`config.mk`:
```
export PLATFORM = sky130hd
export DESIGN_NAME = bin2bcd_digits
export DESIGN_NICKNAME = d
export VERILOG_FILES = /design/src/rtl/bin2bcd_digits_pkg.sv /design/src/rtl/bcd_adjust.sv /design/src/rtl/bin2bcd_digits.sv
export SDC_FILE = /design/constraint.sdc
export NUM_CORES = 1
export LEC_CHECK = 0
export ABC_CLOCK_PERIOD_IN_PS = 1900
export CAP_MARGIN = 20
export CORE_MARGIN = 2
export CORE_UTILIZATION = 50
export CTS_CLUSTER_SIZE = 28
export DETAILED_ROUTE_END_ITERATION = 16
export GPL_TIMING_DRIVEN = 0
export PLACE_DENSITY = 0.78
export SETUP_SLACK_MARGIN = 0.02
export SYNTH_ARGS = -nofsm -noshare
export SYNTH_HDL_FRONTEND = slang
export SYNTH_HIERARCHICAL = 1
export SYNTH_SLANG_ARGS = --single-unit
```
`constraint.sdc`:
```
create_clock -name clk -period 1.9 [get_ports clk]
set_input_delay 0.285 -clock clk [delete_from_list [all_inputs] [get_ports clk]]
set_output_delay 0.285 -clock clk [all_outputs]
set_load 0.05 [all_outputs]
```
`src/rtl/bin2bcd_digits_pkg.sv`:
```
// Shared codes, limits and FSM encoding for the binary-to-BCD
// display digit converter.
package bin2bcd_digits_pkg;

    localparam logic [4:0]  CODE_DASH   = 5'd22;
    localparam logic [4:0]  CODE_BLANK  = 5'd23;
    localparam logic [31:0] MAX_DISPLAY = 32'd99_999_999;

    typedef enum logic [1:0] {
        IDLE  = 2'd0,
        SHIFT = 2'd1,
        BLANK = 2'd2
    } state_t;

endpackage

```
`src/rtl/bcd_adjust.sv`:
```
// Double-dabble nibble correction: add 3 to any BCD nibble of 5 or more
// so that the following left shift carries correctly into the next digit.
module bcd_adjust (
    input  logic [3:0] nib,
    output logic [3:0] adj
);

    assign adj = (nib >= 4'd5) ? nib + 4'd3 : nib;

endmodule

```
`src/rtl/bin2bcd_digits.sv`:
```
// Sequential double-dabble converter producing eight seven-segment
// display codes, with optional leading-zero blanking and overflow dashes.
module bin2bcd_digits
    import bin2bcd_digits_pkg::*;
#(
    parameter int BIN_WIDTH     = 27,
    parameter bit BLANK_LEADING = 1
) (
    input  logic                 clk,
    input  logic                 reset,
    input  logic                 start,
    input  logic [BIN_WIDTH-1:0] bin,
    output logic                 busy,
    output logic                 done,
    output logic                 overflow,
    output logic [4:0]           d0,
    output logic [4:0]           d1,
    output logic [4:0]           d2,
    output logic [4:0]           d3,
    output logic [4:0]           d4,
    output logic [4:0]           d5,
    output logic [4:0]           d6,
    output logic [4:0]           d7
);

    localparam int CW = $clog2(BIN_WIDTH + 1);
    localparam logic [4:0] RST_HI = BLANK_LEADING ? CODE_BLANK : 5'd0;

    if (BIN_WIDTH < 4 || BIN_WIDTH > 27) begin : g_bad_width
        $error("bin2bcd_digits: BIN_WIDTH must be in 4..27");
    end

    state_t               state;
    state_t               state_nx;
    logic [BIN_WIDTH-1:0] bin_q;
    logic [31:0]          bcd_q;
    logic [31:0]          bcd_adj;
    logic [CW-1:0]        cnt_q;
    logic                 ovf_q;
    logic                 last_shift;
    logic [4:0]           code  [8];
    logic [4:0]           dig_q [8];
    logic                 overflow_q;
    logic                 done_q;

    for (genvar g = 0; g < 8; g++) begin : g_adj
        bcd_adjust u_adj (
            .nib (bcd_q[4*g +: 4]),
            .adj (bcd_adj[4*g +: 4])
        );
    end

    assign last_shift = (cnt_q == CW'(BIN_WIDTH - 1));

    always_ff @(posedge clk) begin
        if (reset) begin
            state <= IDLE;
        end else begin
            state <= state_nx;
        end
    end

    always_comb begin
        state_nx = state;
        case (state)
            IDLE:    if (start) state_nx = SHIFT;
            SHIFT:   if (last_shift) state_nx = BLANK;
            BLANK:   state_nx = IDLE;
            default: state_nx = IDLE;
        endcase
    end

    // Scan from the top digit down; blanking stops at the first nonzero.
    always_comb begin
        logic       lead;
        logic [3:0] nib;
        lead = BLANK_LEADING;
        nib  = 4'd0;
        for (int i = 7; i >= 0; i--) begin
            nib = bcd_q[4*i +: 4];
            if (ovf_q) begin
                code[i] = CODE_DASH;
            end else if (lead && nib == 4'd0 && i != 0) begin
                code[i] = CODE_BLANK;
            end else begin
                code[i] = {1'b0, nib};
                lead    = 1'b0;
            end
        end
    end

    always_ff @(posedge clk) begin
        if (reset) begin
            bin_q      <= '0;
            bcd_q      <= '0;
            cnt_q      <= '0;
            ovf_q      <= 1'b0;
            overflow_q <= 1'b0;
            done_q     <= 1'b0;
            dig_q[0]   <= 5'd0;
            for (int i = 1; i < 8; i++) begin
                dig_q[i] <= RST_HI;
            end
        end else begin
            done_q <= 1'b0;
            case (state)
                IDLE: begin
                    if (start) begin
                        bin_q <= bin;
                        bcd_q <= '0;
                        cnt_q <= '0;
                        ovf_q <= (32'(bin) > MAX_DISPLAY);
                    end
                end
                SHIFT: begin
                    // A carry out of the top nibble also means overflow.
                    bcd_q <= {bcd_adj[30:0], bin_q[BIN_WIDTH-1]};
                    bin_q <= bin_q << 1;
                    cnt_q <= cnt_q + CW'(1);
                    ovf_q <= ovf_q | bcd_adj[31];
                end
                BLANK: begin
                    for (int i = 0; i < 8; i++) begin
                        dig_q[i] <= code[i];
                    end
                    overflow_q <= ovf_q;
                    done_q     <= 1'b1;
                end
                default: ;
            endcase
        end
    end

    assign busy     = (state != IDLE);
    assign done     = done_q;
    assign overflow = overflow_q;
    assign d0       = dig_q[0];
    assign d1       = dig_q[1];
    assign d2       = dig_q[2];
    assign d3       = dig_q[3];
    assign d4       = dig_q[4];
    assign d5       = dig_q[5];
    assign d6       = dig_q[6];
    assign d7       = dig_q[7];

endmodule

```
# Word level (Yosys, flattened, before mapping)
# Memories as Yosys holds them, arrays and structs flattened.
# Index checks and enable logic that the tools add are counted.
[op_classes]
add_sub_neg = 9
bitwise = 9
reduce_logical = 18
n_mux = 59
n_eq_ne = 5
magnitude_cmp = 9
[op_table]
columns = ["operator", "count"]
rows = [
  ["$mux W5", 24],
  ["$pmux W32 S2", 1],
  ["$pmux W27 S2", 1],
  ["$add A4 B2 Y4 const B", 8],
  ["$ge A4 B3 Y1 const B", 8],
  ["$mux W32", 1],
  ["$mux W4", 8],
  ["$logic_not A4 Y1", 7],
  ["$gt A27 B27 Y1 const B", 1],
  ["$mux W27", 1],
  ["$mux W1", 18],
  ["$pmux W5 S2", 1],
  ["$or A1 B1 Y1", 9],
  ["$logic_and A1 B1 Y1", 6],
  ["$add A5 B1 Y5 const B", 1],
  ["$eq A5 B5 Y1 const B", 1],
  ["$mux W2", 2],
  ["$ne A2 B2 Y1 const B", 2],
  ["$pmux W2 S2", 1],
  ["$reduce_and A2 Y1", 2],
  ["$reduce_bool A2 Y1", 2],
  ["$eq A2 B1 Y1 const B", 1],
  ["$eq A2 B2 Y1 const B", 1],
  ["$logic_not A2 Y1", 1],
  ["$pmux W1 S2", 1],
]
[totals]
memories = 1
word_cells = 117
reg_bits = 69
out_inout_bits = 43
ramBits = 40
[memory_table]
columns = ["name", "depth", "width", "read_ports", "rd_clocked_by_memory_dff", "wr", "line", "rtl"]
rows = [
  ["dig_q", 8, 5, 8, 0, 8, "bin2bcd_digits.sv:42", "logic [4:0] dig_q [8];"],
]

# Depth between registers and ports, before layout
[depth]
ltp_word = 22
depth_mapped = 9
ltp_nobuf = 9

# By module
# Netlist, hierarchy kept.
[modules_own_cells]
columns = ["module", "area_per_inst_um2", "cells_each", "instances"]
rows = [
  ["bin2bcd_digits", 4503.1, 438, 1],
  ["bcd_adjust", 101.3, 16, 8],
]

# Worst setup path after synthesis
# OpenSTA, ideal clock, no wires.
[synth_path]
path_kind = "register -> register"
start = "register state[1]"
end = "memory dig_q[0][0] (enable)"
path_slack_ps = -69
path_stages_with_launch = 4
setup_ps = 404
arrival_ps = 1564
synth_period_minus_slack_ps = 1969
path_buffers = 1
path_cell_list = "dfxtp_1 -> buf_2 -> nand2b_1 -> nand2b_1"
[synth_rtl]
columns = ["item", "line", "rtl"]
rows = [
  ["start: declaration", "bin2bcd_digits.sv:33", "state_t state;"],
  ["start signal: assignment", "bin2bcd_digits.sv:59", "state <= state_nx;"],
  ["end: declaration", "bin2bcd_digits.sv:42", ""],
]

# Final worst setup path
[layout_path]
start = "register state[1]"
end = "output port busy"
[layout_between]
elab_chain_len = 1
[layout_lines]
columns = ["item", "line", "rtl"]
rows = [
  ["$reduce_bool A2 Y1", "bin2bcd_digits.sv:134", "assign busy = (state != IDLE);"],
  ["end: declaration", "bin2bcd_digits.sv:13", "output logic busy,"],
]
# No other way between the ends.

==> flow_summary.yaml <==
status:
  status: "completed"
critical_path:
  worst_setup_path_end_kind: "output port"
  worst-r2r-setup-slack_ps: 140
  cp-endpoint: "busy"
  rr_startpoint: "bcd_q[31]"
  setup.worst_path.start: "state[1]"
  worst-path-max-fanout: 19
  data_arrival_time_of_the_worst_path_ps: 1550
  timing.critical_path.required_ps: 1620
  crit_cells: 4
  cpLargestDelayFamily: "buffers and inverters"
  worstPathCellList: "buf_2 > buf_6 > or2_2 > clkbuf_4"
  cp.buffers_inverters: 3
  path_class: "reg2out"
  critPathMaxStageDelay_ps: 310
  r2r_cells: 4
  cp_slowest_cell: "or2_2"
  setup.worst_path.start_class: "register"
  regToRegEndpoint: "dig_q[0][5]"
timing:
  finalCritPeriodShare_pct: 96.48
  hold_slack_ps: 416.3
  post_layout_min_period_ps: 1833
  setup_viol: 0
  report.final.slew_viol_count: 0
  hold_viol_final: 0
  rsz0062_at_grt: "true"
  clock-skew-final_ps: 5.523
  fmaxAchievable_mhz: 545.5
  tightest_slew_ps: 534.3
  slew_headroom_pct: 64.38
  tns_ps: 0
route:
  via_per_inst: 5.464
  drt_first_iter_violations: 128
  drc: 0
  routedWlPerCell_um: 14.15
  wl_um: 11160
  dr.pass1.iters: 4
  routed-via-count: 4311
  remaining_antenna_violation_count: 0
grt:
  grt_pass1_vias: 4166
  grt_antenna_before_repair: 0
  grt_pass1_wl_um: 18730
  grt_max_degree: 42
  gr-usage-all-layers_pct: 20.00
  global_route.overflow_total: 0
hold_path:
  worstHoldStart: "reset"
  timing.hold.worst.class: "in2reg"
  min_delay_path_depth: 2
layout:
  final_layout_size_suffix_gt1_share_pct: 9.188
  most-common-layout-cells: "98 x nor2_1, 70 x clkdlybuf4s50_1, 68 x dfxtp_1"
  fill_cells: 876
  diodes: 0
  most_common_library_cell_in_the_layout_ignoring_fill_and_taps: "nor2_1"
  design.final.nets: 696
  synthToLayoutAreaGrowth_pct: 20.84
floorplan:
  core-area_mm2: 0.01032
  num_io_pins: 73
  floorplan.initialDensity_pct: 51.47
  die_w_um: 107.1
  design.die.area_mm2: 0.01147
  fp-row-count: 37
  die_y_um: 107.1
logic_synthesis:
  yosysTopAreaCellShare_pct: 25.99
  synth_area_leaders: "dfxtp_1 26%, edfxtp_1 23%, nor2_1 6.9%, a22o_1 5.3%, ha_1 4.2%"
  yosysSeqAreaShare_pct: 48.60
  syn-instance-count: 566
  syn-num-nets: 614
  synth_edf_count: 40
  ys.flop_type: "dfxtp_1"
  syn_std_cell_area_mm2: 0.005314
  number_of_distinct_standard_cells_referenced_by_the_synthesized_netlist: 49
  post-synth-top-area-cell: "dfxtp_1"
  ys_seq_elements: 109
  avgSynthCellArea_um2: 9.388
  yosys_warnings: 6
  share_of_synthesized_registers_carrying_an_async_set_or_reset_pct: 0
clocking:
  clock_sinks: 109
  total_number_of_h_tree_levels: 3
  worstSkewPairLatency_ps: 370
  tritoncts_clock_tree: "yes"
  clockBufferDepth: 2
  cts_root_buffer: "clkbuf_8"
  cts_buffers: 9
  clk_pin_slew_ps: 90
place:
  gpl_congestion: 0.8700
  post-dp-hpwl_um: 8180
  portBuffers: 71
power_and_ir_drop:
  power_leakage_nw: 2.447
  powerDensity_mw_per_mm2: 675.8
  vdd_ir_drop_max_mv: 0.3696
  finalPower_mw: 4.340
run:
  max_cap_violations: 0
[kinds of logic (layout without fill, tap and decap cells)]
| family | count (synthesis) | after routing | share of synthesized area [%] |
|---|---|---|---|
| AOI/OAI and AO/OA | 104 | 104 | 14.06 |
| xor gates and xnor gates | 8 | 8 | 1.319 |
| adders and majority gates | 18 | 18 | 4.238 |
| buffers and inverters | 49 | 136 | 3.697 |
| DFF | 109 | 109 | 48.60 |
| muxes | 10 | 10 | 1.907 |
| and+or+nand+nor | 268 | 268 | 26.18 |
[repair_timing]
action                     4_1_cts  5_1_grt
gates resized for setup          6        9
cloned                           0        0
setup buffers                    0        2
hold buffers                     0        0
pin swaps                        0        3
setup endpoints to repair        1       50
[cells in the mapped netlist, types with 11 or more instances]
cell type / count
nand2_1: 36
inv_1: 22
nor3_1: 22
nor4_1: 11
nand2b_1: 21
ha_1: 18
a21oi_1: 25
nor2_1: 98
o21ai_0: 14
edfxtp_1: 40
or2_1: 11
a22o_1: 32
nor2b_1: 21
dfxtp_1: 69
clkbuf_1: 15
[power by group]
part           internal, mW  switching [mW]
Combinational         0.205           0.308
Clock                 0.516           0.773
Sequential             2.49          0.0447
[per-layer routing]
metal	global-route usage (%)	vias to the layer above	share of wire, %
met5	0	-	0
met4	8.256	0	1.7
met3	2.492	17	4.1
met2	35.08	116	50
met1	24.80	2048	45
li1	-	2130	-
[sequential cells by signal, summed over array words and instances, names as in the netlist]
register  cells
ovf_q         1
bin_q        27
state         2
dig_q        40
done          1
bcd_q        32
overflow      1
cnt_q         5
[worst min-delay path by stage]
stage | endpoint | slack (ps)
after floorplan | bin_q[0] | 430
after global placement | overflow | 450
after detailed placement | overflow | 470
after CTS | dig_q[1][4] | 410
after global routing | dig_q[1][4] | 440
final | dig_q[1][4] | 420
[per-stage QoR]
step	setup WS, ps	std cells	instance area, µm²	util [%]
2_1_floorplan	319.5	566	5316	-
3_3_place_gp	-431.3	773	6197	60.03
3_5_place_dp	-414.6	773	6197	60.03
4_1_cts	31.06	787	6364	61.64
5_1_grt	11.65	789	6421	62.20
6_report	66.93	789	6421	62.20
[final cells by class]
cell class	instances	area (µm²)	area share [%]
well taps	136	170.2	2.650
repair buffers	73	735.7	11.46
inverters	22	82.58	1.286
plain buffers	25	116.4	1.812
flip-flops and latches	109	2584	40.24
clock inverters	5	35.03	0.5456
clock buffers	11	141.4	2.202
multi-input cells	408	2556	39.81
(Power assumes the default switching activity.)
